<file path="src/rtl/act_ctrl.sv">
// Activation broadcast controller: walks the non-zero entries of the input activation
// file, broadcasts each one with a valid/ready handshake, then swaps and clears the ping-pong pair.
module act_ctrl #(
    parameter int PE_ACT_NO  = 16,
    parameter int ACT_ADDR_W = 4,
    parameter int DATA_WIDTH = 16
) (
    input  logic                  clk,
    input  logic                  rst_n,
    input  logic                  layer_start,
    input  logic                  compute_done,
    input  logic [PE_ACT_NO-1:0]  in_act_zeros,
    input  logic [DATA_WIDTH-1:0] in_act_read_data,
    input  logic                  act_ready,
    output logic                  dir,
    output logic                  in_act_read_en,
    output logic [ACT_ADDR_W-1:0] in_act_read_addr,
    output logic                  out_act_clear,
    output logic                  act_valid,
    output logic [ACT_ADDR_W-1:0] act_addr,
    output logic [DATA_WIDTH-1:0] act_data,
    output logic                  busy,
    output logic                  layer_done,
    output logic [ACT_ADDR_W:0]   act_count
);

    typedef enum logic [2:0] {IDLE, SCAN, READ, SEND, DRAIN, SWAP, CLEAR} state_t;

    localparam logic [ACT_ADDR_W:0] CNT_ONE = {{ACT_ADDR_W{1'b0}}, 1'b1};

    state_t                  state_q;
    logic [PE_ACT_NO-1:0]    pending_q;
    logic [ACT_ADDR_W-1:0]   sel_q;
    logic [ACT_ADDR_W-1:0]   sel_d;
    logic [ACT_ADDR_W-1:0]   act_addr_q;
    logic [DATA_WIDTH-1:0]   act_data_q;
    logic [ACT_ADDR_W:0]     act_count_q;
    logic                    dir_q;

    // Priority encoder: lowest set bit wins, so scan from the top down.
    function automatic logic [ACT_ADDR_W-1:0] lowest_set(input logic [PE_ACT_NO-1:0] v);
        logic [ACT_ADDR_W-1:0] idx;
        idx = '0;
        for (int k = PE_ACT_NO - 1; k >= 0; k--) begin
            if (v[k]) idx = k[ACT_ADDR_W-1:0];
        end
        return idx;
    endfunction

    assign sel_d = lowest_set(pending_q);

    always_ff @(posedge clk) begin
        if (!rst_n) begin
            state_q     <= IDLE;
            pending_q   <= '0;
            sel_q       <= '0;
            act_addr_q  <= '0;
            act_data_q  <= '0;
            act_count_q <= '0;
            dir_q       <= 1'b0;
        end else begin
            case (state_q)
                IDLE: begin
                    if (layer_start) begin
                        pending_q   <= ~in_act_zeros;
                        act_count_q <= '0;
                        state_q     <= SCAN;
                    end
                end
                SCAN: begin
                    if (pending_q == '0) begin
                        state_q <= DRAIN;
                    end else begin
                        sel_q   <= sel_d;
                        state_q <= READ;
                    end
                end
                READ: begin
                    act_data_q <= in_act_read_data;
                    act_addr_q <= sel_q;
                    state_q    <= SEND;
                end
                SEND: begin
                    if (act_ready) begin
                        pending_q[sel_q] <= 1'b0;
                        act_count_q      <= act_count_q + CNT_ONE;
                        state_q          <= SCAN;
                    end
                end
                DRAIN: begin
                    if (compute_done) state_q <= SWAP;
                end
                SWAP: begin
                    dir_q   <= ~dir_q;
                    state_q <= CLEAR;
                end
                CLEAR: begin
                    state_q <= IDLE;
                end
                default: begin
                    state_q <= IDLE;
                end
            endcase
        end
    end

    // Strobes decode directly from the state register so each lasts exactly one state.
    assign dir              = dir_q;
    assign in_act_read_en   = (state_q == SCAN) && (pending_q != '0);
    assign in_act_read_addr = sel_d;
    assign out_act_clear    = (state_q == CLEAR);
    assign layer_done       = (state_q == CLEAR);
    assign act_valid        = (state_q == SEND);
    assign act_addr         = act_addr_q;
    assign act_data         = act_data_q;
    assign busy             = (state_q != IDLE);
    assign act_count        = act_count_q;

endmodule

</file>
<file path="config.mk">
export PLATFORM = sky130hd
export DESIGN_NAME = act_ctrl
export DESIGN_NICKNAME = d
export VERILOG_FILES = /design/src/rtl/act_ctrl.sv
export SDC_FILE = /design/constraint.sdc
export NUM_CORES = 1
export LEC_CHECK = 0
export ABC_CLOCK_PERIOD_IN_PS = 2350
export BUFFER_PORTS_ARGS = -buffer_cell sky130_fd_sc_hd__buf_2
export CAP_MARGIN = 20
export CORE_MARGIN = 5
export CORE_UTILIZATION = 50
export CTS_CLUSTER_SIZE = 30
export DETAILED_ROUTE_END_ITERATION = 8
export HOLD_SLACK_MARGIN = 0.08
export PLACE_DENSITY = 0.79
export SYNTH_ARGS = -nofsm -noshare
export SYNTH_HDL_FRONTEND = slang
export SYNTH_SLANG_ARGS = --single-unit
</file>
<file path="constraint.sdc">
create_clock -name clk -period 2.35 [get_ports clk]
set_clock_uncertainty 0.05 [all_clocks]
set_input_delay 0 -clock clk [delete_from_list [all_inputs] [get_ports clk]]
set_output_delay 0 -clock clk [all_outputs]
set_load 0.005 [all_outputs]
</file>
# Word-level counts from Yosys, hierarchy flattened
# Cells that the tools add are included.
dict set report totals {
  reg_bits 49
  output_inout_bits 35
  wordCells 63
}
dict set report classes {
  addsub 1
  bitwise_logic 5
  reduce_logical 10
  n_eq_ne 9
  n_mux 29
  magnitude_cmp 2
}
# operator n
set ops {}
lappend ops {{4-bit 2-to-1 mux} 16}
lappend ops {{16-bit 2-to-1 mux} 2}
lappend ops {{16-bit inverter} 2}
lappend ops {{16-bit case mux with 2 select lines} 1}
lappend ops {{3-bit case mux with 6 select lines} 1}
lappend ops {{16-bit AND} 1}
lappend ops {{16-bit zero test} 1}
lappend ops {{16-bit nonzero test} 1}
lappend ops {{3-bit 2-to-1 mux} 4}
lappend ops {{5-bit 2-to-1 mux} 2}
lappend ops {{5-bit case mux with 2 select lines} 1}
lappend ops {{3-bit == test, second input constant} 3}
lappend ops {{3-bit by 2-bit == test with 1-bit output, second input constant} 2}
lappend ops {{2-bit inequality test, second input constant} 3}
lappend ops {{3-bit AND reduction} 2}
lappend ops {{5-bit by 1-bit adder with 5-bit output, second input constant} 1}
lappend ops {{4-bit by 5-bit less-than comparator with 1-bit output, second input constant} 1}
lappend ops {{1-bit demux with 4-bit select} 1}
lappend ops {{4-bit by 1-bit >= comparator with 1-bit output, second input constant} 1}
lappend ops {{3-bit by 1-bit == test with 1-bit output, second input constant} 1}
lappend ops {{3-bit zero test} 1}
lappend ops {{3-bit nonzero test} 1}
lappend ops {{1-bit logical AND} 2}
lappend ops {{1-bit inverter} 2}
lappend ops {{other kinds (3)} 3}

# Longest topological paths before layout
# Gate-level depths: netlist of run 1.
dict set report logic_depth {
  ltp_word 16
  ltp_mapped 10
  depth_no_buf 7
}

# Least setup slack after synthesis of run 1
# Ideal clock, no wire load.
dict set report synth_timing {
  kind {register -> register}
  from {register state_q[1]}
  to {register pending_q[9]}
  path_slack_ns 0.591
  setup_ns 0.119
  path_stages_with_launch 10
  t_required_ns 2.181
  t_arrival_ns 1.590
  cell_sequence {dfxtp_1 > buf_2 > inv_2 > or3_1 > buf_6 > clkinv_4 > a21oi_2 > buf_6 > buf_6 > o221a_1}
}
dict set report synth_via {
  elab_chain_cells 3
  word_cells_on_any_way 7
}
# element line
set synth_lines {}
lappend synth_lines {{from (decl)} 31} ;# state_t state_q;
lappend synth_lines {{from (signal assigned)} 54} ;# state_q <= IDLE;
lappend synth_lines {{from (signal assigned)} 67} ;# state_q <= SCAN;
lappend synth_lines {{from (signal assigned)} 72} ;# state_q <= DRAIN;
lappend synth_lines {{3-bit by 2-bit == test with 1-bit output (*)} --}
lappend synth_lines {{named net act_valid} 19} ;# output logic act_valid,
lappend synth_lines {{2-bit inequality test (no source line) or 2-bit nonzero test (tied branches)} --}
lappend synth_lines {{3-bit AND reduction (no source line)} --}
lappend synth_lines {{to (signal assigned)} 65} ;# pending_q <= ~in_act_zeros;
lappend synth_lines {{to (decl)} 32} ;# logic [PE_ACT_NO-1:0] pending_q;
# Mark *: on every way through the listed nets, which the timed path passes. The rest lies on a longest branch.
# A chain may end at the register's enable or synchronous reset.

# Worst setup path after layout of run 1
dict set report layout_timing {
  from {register state_q[0]}
  to {register act_count_q[2] (netlist: act_count[2])}
}
dict set report layout_via {
  elab_chain_cells 3
  word_cells_on_any_way 7
}
# element line
set layout_lines {}
lappend layout_lines {{3-bit by 2-bit == test with 1-bit output or 3-bit zero test (tied branches)} 62} ;# case (state_q)
lappend layout_lines {{2-bit inequality test (no source line) or 2-bit nonzero test (tied branches)} --}
lappend layout_lines {{3-bit AND reduction (no source line)} --}
lappend layout_lines {{to (signal assigned)} 86} ;# act_count_q <= act_count_q + CNT_ONE;
lappend layout_lines {{to (decl)} 37} ;# logic [ACT_ADDR_W:0] act_count_q;
# Several ways; a longest one is shown, not always the timed one.

==> results summary, run 1 <==
After clock tree synthesis, the clock-pin slew on the worst setup and hold paths is ~0.090 ns. Setup repair after global routing left no endpoint under its margin. Summing all non-filler instances in the final layout gives an area of 3090 um^2. The number of antenna violations at the first check in global routing is 0. The fmax is around 0.48 GHz. STA classifies the critical path endpoint as a flop. The measured slew at the worst slew-check pin is 0.930 ns. Ranked by total cell area, the synthesized netlist is headed by dfxtp_1 (43%), a21oi_1 (9.5%), nand2_1 (8.1%). The starting density of the core is 0.519. The via count of the first global-routing pass came out at 2302.

The startpoint of the most critical register-to-register path is state_q[0]. The die extent in x is approximately 77 um. Counting the fill cells in the layout gives approximately 340.

The setup TNS after final layout came out at 0 ns. The net count after synthesis is between 300 and 400. After detailed routing, the number of remaining DRC violations is 0. The number of maximum-capacitance violations is 0.

The placer's final routability congestion estimate is 0.853. The number of ports placed on the die boundary is 72. The highest layer touched by signal routing is met4.

In the final layout, the share of cells above drive strength 1 is 0.265. The maximum number of pins on one net before global-route repair came out at 33. The worst endpoint data arrival time came out at between 2 and 2.5 ns. The worst path in the final design needs a cycle of 2.08 ns, including I/O delays and setup. The worst-case register-to-register setup slack is 0.27 ns. The half-perimeter wire length after detailed placement is 4120 um. The worst hold endpoint is pending_q[7]. The final layout contains routed wiring with a total length of around 6600 um. The number of design-rule violations left by the first detailed-router iteration is 210. The synthesis-stage register bit count came out at between 40 and 50. The number of clock buffers added by TritonCTS is 5. The sum of met3 wire segment lengths after detailed routing is 448 um. The number of nets still failing antenna checks after routing is 0. The number of I/O port buffers is 71.

The CTS sink count came out at between 40 and 50. The required time of the critical path is approximately 2.5 ns. The utilization after layout is 0.705. The design draws 0.00215 W. The power density over the cells is 694 nW/um^2. The final routed wire length divided by cell count came out at 15.5 um. The worst supply voltage drop on vdd is 0.406 mV. The first detailed-routing pass took 5 iterations. TritonCTS built the clock tree. The area of placed instances came out at 2630 um^2.

The static leakage came out at between 1 and 1.5 nW. The worst-skew pair later-pin latency came out at 0.30 ns. Across all hold checks on the routed design, the worst slack comes to 0.102 ns. The origin of the worst min-delay path is rst_n. dfxtp_1 takes more of the synthesized area than any other cell. The synthesis-to-layout area growth is 35.9%. The final setup violation count is 0. The combined area of all synthesized cells is between 2000 and 2500 um^2. The Yosys step of the flow raised 0 warnings. The cell sitting at the root of the clock tree is a clkbuf_8. The number of hold violations in the final report is 0.

The number of nets in the layout came out at 410. The floorplan core area came out at 4380 um^2. The worst-path maximum fanout is 22. The detailed route wirelength on metal2 is about 3300 um.

Of the available clock period, the critical path in the final layout requires 0.886. The average via count per standard cell came out at 5.66. In this run the worst hold path is classified as in2reg. The worst register-to-register path has a depth of 7. The most frequent standard cell in the layout excluding fill and tap cells is buf_2.

The post-route met1 wirelength came out at between 2000 and 3000 um. The total number of H-tree levels came out at 2. The start-to-end type of the worst setup path is reg2reg.

The max-slew headroom at the worst pin is 0.380. Counting distinct cell types in the post-synthesis netlist gives 40. The worst setup path is launched from a flop.

The endpoint identified for the worst register-to-register timing path is act_count[2]. In the layout the commonest cells are buf_2 (71), nand2_1 (49), dfxtp_1 (49). The area enclosed by the die boundary is 6000 um^2. The overall via count from detail_route came out at 2407. The cell depth of the worst hold path came out at 2. The run finished with clean final reports. The global-route usage over all layers is 0.217. The antenna diode count came out at 0. The number of setup buffers added after CTS came out at 0. The synthesized netlist cell count came out at 275.

The average cell area after synthesis is 8.27 um^2. The area share of the leading cell type in the synthesized netlist came out at 0.431. The share of the Yosys chip area taken by registers is 0.431. Gates resized during post-CTS repair numbered 0.

The most critical setup path has its startpoint at state_q[0]. The die is 77.5 um tall. The site row count came out at 24. The global-route congestion overflow total is 0. The deepest clock path buffer count came out at 2. The max-slew violation count came out at 0. The global-route wire length before repair is ~11000 um.
## synthesized netlist by cell type (all sizes together)
cell / instances
inv: 5
nand2: 49
o21ai: 4
clkbuf: 14
buf: 8
dfxtp: 49
ha: 1
or3: 6
nor2: 21
o221a: 17
a41oi: 1
a31oi: 2
or4: 4
a221oi: 2
mux2i: 1
nor3: 13
and3: 2
o31ai: 1
a211o: 1
nor4: 7
nand2b: 7
o211ai: 1
xor2: 2
o21bai: 1
nand3: 4
nand3b: 1
clkinv: 2
nor4b: 2
a211oi: 1
a21oi: 45
nor2b: 1
## critical path, cell delays in order (launching register included)
cell	delay, ns
dfxtp_1	0.40
inv_2	0.14
or3_1	0.18
clkinv_4	0.07
a21oi_2	0.71
nand2b_1	0.22
xor2_1	0.15
nor2_1	0.06
## through the flow
stage               setup slack [ns]  std cells
global placement               0.390        382
floorplan                      0.591        275
detailed placement             0.316        382
global route                   0.116        425
CTS                            0.294        425
finish                         0.268        425
## per-layer routing
metal,vias to the layer above,GRT usage
met5,-,0
met4,0,0.0808
met3,18,0.0556
met2,100,0.377
met1,1116,0.255
li1,1173,-
## worst max-delay path by stage
stage / slack [ns] / cells past startpoint / endpoint
after CTS: 0.29 / 7 / act_count[2]
after global routing: 0.12 / 7 / act_count[2]
after floorplan: 0.59 / 9 / pending_q[9]
after global placement: 0.39 / 7 / act_count[2]
final: 0.27 / 7 / act_count[2]
after detailed placement: 0.32 / 7 / act_count[2]
## cell type report
type	instances	area, um^2	share of cell area
Sequential cell	49	981	0.317
Multi-Input combinational cell	197	1150	0.371
Clock buffer	7	86.3	0.0279
Tap cell	52	65.1	0.0210
Inverter	7	31.3	0.0101
Clock inverter	1	30.0	0.00971
Timing Repair Buffer	112	751	0.243
## power breakdown
group          switching, W  internal (W)
sequential        0.0000830      0.000904
clock              0.000275      0.000347
combinational      0.000281      0.000257
## cell families after synthesis
logic type / share of synthesized area
DFF: 0.431
buffers and inverters: 0.0666
muxes: 0.00440
AOI/OAI and AO/OA: 0.229
xor gates and xnor gates: 0.00770
and+or+nand+nor: 0.255
adders and majority gates: 0.00550
## sequential cells by signal, indices dropped and copies added (netlist names)
register   count
state_q        3
act_addr       4
act_count      5
dir            1
pending_q     16
sel_q          4
act_data      16
## timing repair
action,4_1_cts,5_1_grt
hold endpoints to repair,36,0
setup endpoints to repair,0,0
hold buffers,35,0
Power figures use the tool's default switching activity.
==> run 2, diff against run 1 <==
--- a/config.mk
+++ b/config.mk
@@ -6,7 +6,7 @@
 export NUM_CORES = 1
 export LEC_CHECK = 0
 export ABC_CLOCK_PERIOD_IN_PS = 2350
-export BUFFER_PORTS_ARGS = -buffer_cell sky130_fd_sc_hd__buf_2
+export BUFFER_PORTS_ARGS = -buffer_cell sky130_fd_sc_hd__buf_4
 export CAP_MARGIN = 20
 export CORE_MARGIN = 5
 export CORE_UTILIZATION = 50
==> results summary, run 2 (synthesis gave the netlist of run 1 again) <==
The number of optimization iterations in the first detailed-route pass is 4 (-1). The overall via count from detail_route came out at 2387 (-0.83%). The worst slack after detailed placement is 0.328 ns (+0.0122 ns). The worst-path maximum fanout came out at 7 (-68%). The proportion of power drawn by combinational gates came out at 0.283 (+0.033).

STA classifies the critical path startpoint as a flop. The max-slew headroom at the worst pin was 0.394 (+0.0139). The final cell count without fillers is 426 (+0.24%). The DRC violation count after routing is 0 (unchanged). The switching share of power is 0.312 (+0.0141).

The global-route usage over all layers is 0.222 (+0.00555). The flow ran to the end, and the final reports show no timing, DRC or antenna violations. The worst setup path is captured at a flop.

The count of cells along the worst register-to-register path is 7 (unchanged). The final critical-path required period was 2.18 ns (+0.0991 ns). The number of nets in the layout is 411 (+0.24%). The final setup violation count came out at 0 (unchanged).

The global-route wire length before repair is 10900 um (+1.5%). The library cells used most frequently in the layout, excluding fill and tap cells, are buf_4 (76), nand2_1 (49), dfxtp_1 (48). The power density over the cells came out at 631 nW/um^2 (-9.1%).

The net switching power of the design came out at 0.000639 W (about the same). The vertical die dimension came out at 77.5 um (unchanged). The maximum number of pins on one net before global-route repair came out at 33 (unchanged). The number of design-rule violations left by the first detailed-router iteration came out at 172 (-18%). The tightest hold margin was 0.370 ns (+0.269 ns).

The number of ports placed on the die boundary is 72 (unchanged). Setup repair after global routing left no endpoint under its margin. The fraction of final layout cells sized beyond drive strength 1 is 0.265 (-0.000710).

The via count of the first global-routing pass is 2317 (+0.65%). The fmax is 0.458 GHz (-4.5%). The number of hold violations in the final report is 0 (unchanged). The start-to-end type of the worst setup path is reg2reg. The synthesis-to-layout area growth came out at 42.8%. The placer's final routability congestion estimate came out at 0.877 (+2.8%).

The site row count is 24 (unchanged). The static leakage is 1.34 nW (+1.8%). The area enclosed by the die boundary is 6000 um^2 (unchanged). The die extent in x came out at 77.5 um (unchanged).

The CTS sink count is 49 (unchanged). The number of antenna violations at the first check in global routing was 0 (unchanged). The number of nets still failing antenna checks after routing came out at 0 (unchanged). The antenna diode count is 0 (unchanged). The share of total power in the clock network came out at 0.233 (-0.057). The worst endpoint data arrival time was 2.32 ns (+0.09 ns).

The clock tree root buffer cell is clkbuf_8. The clock transition at the registers of the reported paths was 0.09 ns (about the same). The number of I/O port buffers is 71 (unchanged). The global-route congestion overflow total is 0 (unchanged). The share of the cycle needed by the critical path after routing is 0.928 (+0.0422). The max-slew violation count is 0 (unchanged). The cell internal power dissipation came to 0.00141 W (-6.4%). The CTS buffer count came out at 5 (unchanged). The floorplan core area is 4380 um^2 (unchanged). The half-perimeter wire length after detailed placement came out at 4130 um (+0.12%). The number of maximum-capacitance violations is 0 (unchanged). The sum of routed wire length over all layers came to 6630 um (+0.35%). The worst supply voltage drop on vdd is 0.440 mV (+8.4%). The cell depth of the worst hold path is 4 (+2). The number of setup buffers added after CTS came to 0 (unchanged).

The sequential fraction of design power is 0.484 (+0.024). The starting density of the core is 0.519 (unchanged). The final routed wire length divided by cell count is 15.6 um (+0.11%). The worst-skew pair later-pin latency is 0.30 ns (about the same). The setup TNS after final layout is 0 ns (unchanged).

The placed cell count came to 381 (-0.26%). The total number of H-tree levels is 2 (unchanged). The worst hold path belongs to the class in2reg.

The setup slack of the critical path after layout is 0.168 ns (-0.0991 ns). The deepest clock path buffer count came out at 2 (unchanged). The most frequent standard cell in the layout excluding fill and tap cells is buf_4. The required time of the critical path is 2.49 ns (about the same). The measured slew at the worst slew-check pin came out at 0.909 ns (-0.0208 ns). TritonCTS built the clock tree. The average via count per standard cell came out at 5.60 (-1.1%).
==> run 2: cell types whose count changed in the layout (fill, tap and decap cells not counted), sizes merged <==
cell	delta
buf	-1
bufinv	-1
clkbuf	-1
clkinv	+2
dlygate4sd3	+2
==> run 2: final cells by class <==
| cell class | count | area (um^2) |
|---|---|---|
| Multi-Input combinational cell | 197 | 1150 |
| Fill cell | 324 | 1130 |
| Sequential cell | 49 | 982 |
| Timing Repair Buffer | 113 | 941 |
| Clock buffer | 6 | 72.6 |
| Tap cell | 52 | 65.1 |
| Inverter | 7 | 31.3 |
| Clock inverter | 2 | 10.0 |
==> run 2: layer usage <==
| layer | wire (um) | global-route usage |
|---|---|---|
| met1 | 2660 | 0.272 |
| met2 | 3250 | 0.366 |
| met3 | 511 | 0.0637 |
| met4 | 212 | 0.0911 |
| met5 | 0 | 0 |
==> run 2: what timing repair did <==
| action | in CTS | in global routing |
|---|---|---|
| hold buffers | 37 | 0 |
| hold endpoints to repair | 41 | 0 |
| endpoints found under the setup margin | 0 | 1 |
| resized for setup | 0 | 1 |
==> run 2: critical path: stages (launching register included) <==
cell           delay, ns
dfxtp_2             0.43
inv_2               0.09
a21oi_1             0.13
nor2_1              0.06
a41oi_1             0.16
dlygate4sd3_1       0.57
nor2_1              0.04
dlygate4sd3_1       0.54
==> run 2: final timing paths <==
check                                 start            end  slack (ns)
worst max-delay path             state_q[0]     state_q[0]        0.17
worst min-delay path            layer_start  pending_q[12]        0.37
worst max register to register   state_q[0]     state_q[0]        0.17
worst min register to register  act_data[3]    act_data[3]        0.41
==> run 2: power groups by stage <==
stage	Clock (W)	Sequential, W	Combinational (W)
2_1_floorplan	0	0.000972	0.000352
3_3_place_gp	0	0.00101	0.000508
3_5_place_dp	0	0.00101	0.000513
4_1_cts	0.000482	0.000989	0.000569
5_1_grt	0.000524	0.00101	0.000636
6_report	0.000478	0.000993	0.000580
==> run 2: metrics by stage <==
stage	power [W]	cell area, um^2	utilization
after CTS	0.00204	3250	0.741
after global routing	0.00217	3250	0.741
after global placement	0.00151	2800	0.638
final	0.00205	3250	0.741
after detailed placement	0.00152	2800	0.638
after floorplan	0.00132	2270	-
==> run 3, diff against run 2 <==
--- a/config.mk
+++ b/config.mk
@@ -5,7 +5,7 @@
 export SDC_FILE = /design/constraint.sdc
 export NUM_CORES = 1
 export LEC_CHECK = 0
-export ABC_CLOCK_PERIOD_IN_PS = 2350
+export ABC_CLOCK_PERIOD_IN_PS = 2400
 export BUFFER_PORTS_ARGS = -buffer_cell sky130_fd_sc_hd__buf_4
 export CAP_MARGIN = 20
 export CORE_MARGIN = 5
==> constraint.sdc (replaced) <==
create_clock -name clk -period 2.4 [get_ports clk]
set_clock_uncertainty 0.05 [all_clocks]
set_input_delay 0 -clock clk [delete_from_list [all_inputs] [get_ports clk]]
set_output_delay 0 -clock clk [all_outputs]
set_load 0.005 [all_outputs]
==> results summary, run 3 (synthesis gave the netlist of run 1 again) <==
The flow ran to the end, and the final reports show no timing, DRC or antenna violations. Setup repair after global routing left no endpoint under its margin. The area of placed instances came out at 2800 um^2 (unchanged). The CTS sink count is 49 (unchanged). The clock transition at the registers of the reported paths is 0.10 ns (about the same). The worst supply voltage drop on vdd came out at 0.340 mV (-23%). The sum of routed wire length over all layers is 6510 um (-1.8%). The number of nets in the layout is 412 (+0.24%). The worst-path maximum fanout is 12 (+5). Following the worst setup path forward leads to its endpoint at state_q[0]. The global-route congestion overflow total came out at 0 (unchanged).

The number of optimization iterations in the first detailed-route pass came to 4 (unchanged). The deepest clock path buffer count came out at 2 (unchanged). The site row count is 24 (unchanged).

The setup TNS after final layout is 0 ns (unchanged). The floorplan core area came out at 4380 um^2 (unchanged). The max-slew violation count came to 0 (unchanged).

The startpoint of the most critical register-to-register path is state_q[2]. The layer with the highest usage is met2. The global-route wire length before repair is 10900 um (-0.26%). The overall via count from detail_route is 2368 (-0.80%). The final setup violation count came to 0 (unchanged). The fraction of final layout cells sized beyond drive strength 1 is 0.264 (-0.000706). The number of hold violations in the final report is 0 (unchanged). The share of the cycle needed by the critical path after routing came to 0.930 (+0.00206).

TritonCTS built the clock tree. The number of I/O port buffers came out at 71 (unchanged). The final critical-path required period was 2.23 ns (+0.0514 ns). The final routed wire length divided by cell count came to 15.2 um (-2.0%). The final-layout fill cell count came out at 321 (-0.93%).

The final standard cell area without fillers is 3290 um^2 (+1.2%). The total number of H-tree levels is 2 (unchanged). The most frequent standard cell in the layout excluding fill and tap cells is buf_4. The worst endpoint data arrival time is 2.37 ns (+0.05 ns). The path category of the worst min-delay check is in2reg. The number of setup buffers added after CTS is 0 (unchanged). The fmax came out at 0.448 GHz (-2.3%). The count of cells along the worst register-to-register path is 5 (-2). The half-perimeter wire length after detailed placement came to 4150 um (+0.55%). The max-slew headroom at the worst pin was 0.534 (+0.140). The number of design-rule violations left by the first detailed-router iteration is 227 (+32%). The average via count per standard cell is 5.55 (-1.0%). The via count of the first global-routing pass came to 2305 (-0.52%). The DRC violation count after routing is 0 (unchanged). The area of combinational cells with multiple inputs came to 1150 um^2 (unchanged). The clock tree root buffer cell is clkbuf_8. The global-route usage over all layers was 0.218 (-0.00373). The met2 layer usage reported by global route was 0.375 (+0.00842). The placer's final routability congestion estimate was 0.859 (-2.0%). The worst setup path is launched from a flop. The number of ports placed on the die boundary is 72 (unchanged). The critical path in this run is classified as reg2reg. The starting density of the core is 0.519 (unchanged). The worst-case register-to-register setup slack is 0.17 ns (about the same). The vertical die dimension came out at 77.5 um (unchanged). The global-route track usage on met3 was 0.0544 (-0.00926). The static leakage is 1.36 nW (+1.2%). The met1 layer usage reported by global route is 0.270 (-0.00152).

The die extent in x is 77.5 um (unchanged). The CTS buffer count is 5 (unchanged). The area enclosed by the die boundary is 6000 um^2 (unchanged).

The measured slew at the worst slew-check pin came out at 0.699 ns (-0.210 ns). The area of all sequential standard cells is 982 um^2 (unchanged). The maximum number of pins on one net before global-route repair came out at 33 (unchanged). The antenna diode count came out at 0 (unchanged). STA classifies the critical path endpoint as a flop. The synthesis-to-layout area growth came out at 44.6%. The number of nets still failing antenna checks after routing is 0 (unchanged). The required time of the critical path is 2.54 ns (+0.05 ns). The endpoint identified for the worst register-to-register timing path is state_q[0]. The beginning of the critical path is state_q[2]. The library cells used most frequently in the layout, excluding fill and tap cells, are buf_4 (76), nand2_1 (49), dfxtp_1 (48). The number of maximum-capacitance violations came out at 0 (unchanged). The number of antenna violations at the first check in global routing is 0 (unchanged). The worst-skew pair later-pin latency is 0.31 ns (about the same). The power density over the cells came out at 648 nW/um^2 (+2.6%).
## run 3: how the worst min path moves through the flow
stage                   startpoint            to  cells past startpoint
6_report               layer_start  act_count[0]                      5
5_1_grt                layer_start  act_count[4]                      5
4_1_cts                layer_start  act_count[0]                      5
3_5_place_dp   in_act_read_data[1]   act_data[1]                      3
3_3_place_gp   in_act_read_data[5]   act_data[5]                      3
2_1_floorplan  in_act_read_data[0]   act_data[0]                      2
## run 3: worst max-delay path, cell delays in order (launching register included)
cell and delay (ns):
dfxtp_1 0.59, nor2_1 0.11, a41oi_1 0.18, dlygate4sd3_1 0.59, nor2_1 0.05, dlygate4sd3_1 0.54
## run 3: timing repair
action,CTS,global route
endpoints found under the setup margin,0,1
resized for setup,0,1
hold endpoints to repair,39,0
hold buffers,38,0
## run 3: area by class of cell
type                    count  share of cell area
clock buffers               6              0.0221
clock inverters             2              0.0118
inverters                   7             0.00951
multi-input cells         197               0.349
flip-flops and latches     49               0.299
well taps                  52              0.0198
repair buffers            114               0.289
## run 3: report_power, final
| group | switching [W] | total [W] | internal [W] |
|---|---|---|---|
| combinational | 0.000272 | 0.000570 | 0.000297 |
| clock | 0.000276 | 0.000589 | 0.000313 |
| sequential | 0.0000863 | 0.000972 | 0.000886 |
## run 3: routing by layer
metal | vias up | wire, um
met5 | - | 0
met4 | 0 | 89
met3 | 11 | 434
met2 | 89 | 3240
met1 | 1084 | 2740
li1 | 1184 | -
## run 3: stage by stage
step | setup WS [ns] | util | cells | hold WS [ns] | power (W)
after floorplan | 0.641 | - | 275 | 0.0860 | 0.00130
after global placement | 0.486 | 0.638 | 381 | 0.197 | 0.00149
after detailed placement | 0.452 | 0.638 | 381 | 0.208 | 0.00149
after CTS | 0.136 | 0.750 | 427 | 0.327 | 0.00213
after global routing | 0.0288 | 0.750 | 427 | 0.385 | 0.00224
final | 0.167 | 0.750 | 427 | 0.340 | 0.00213
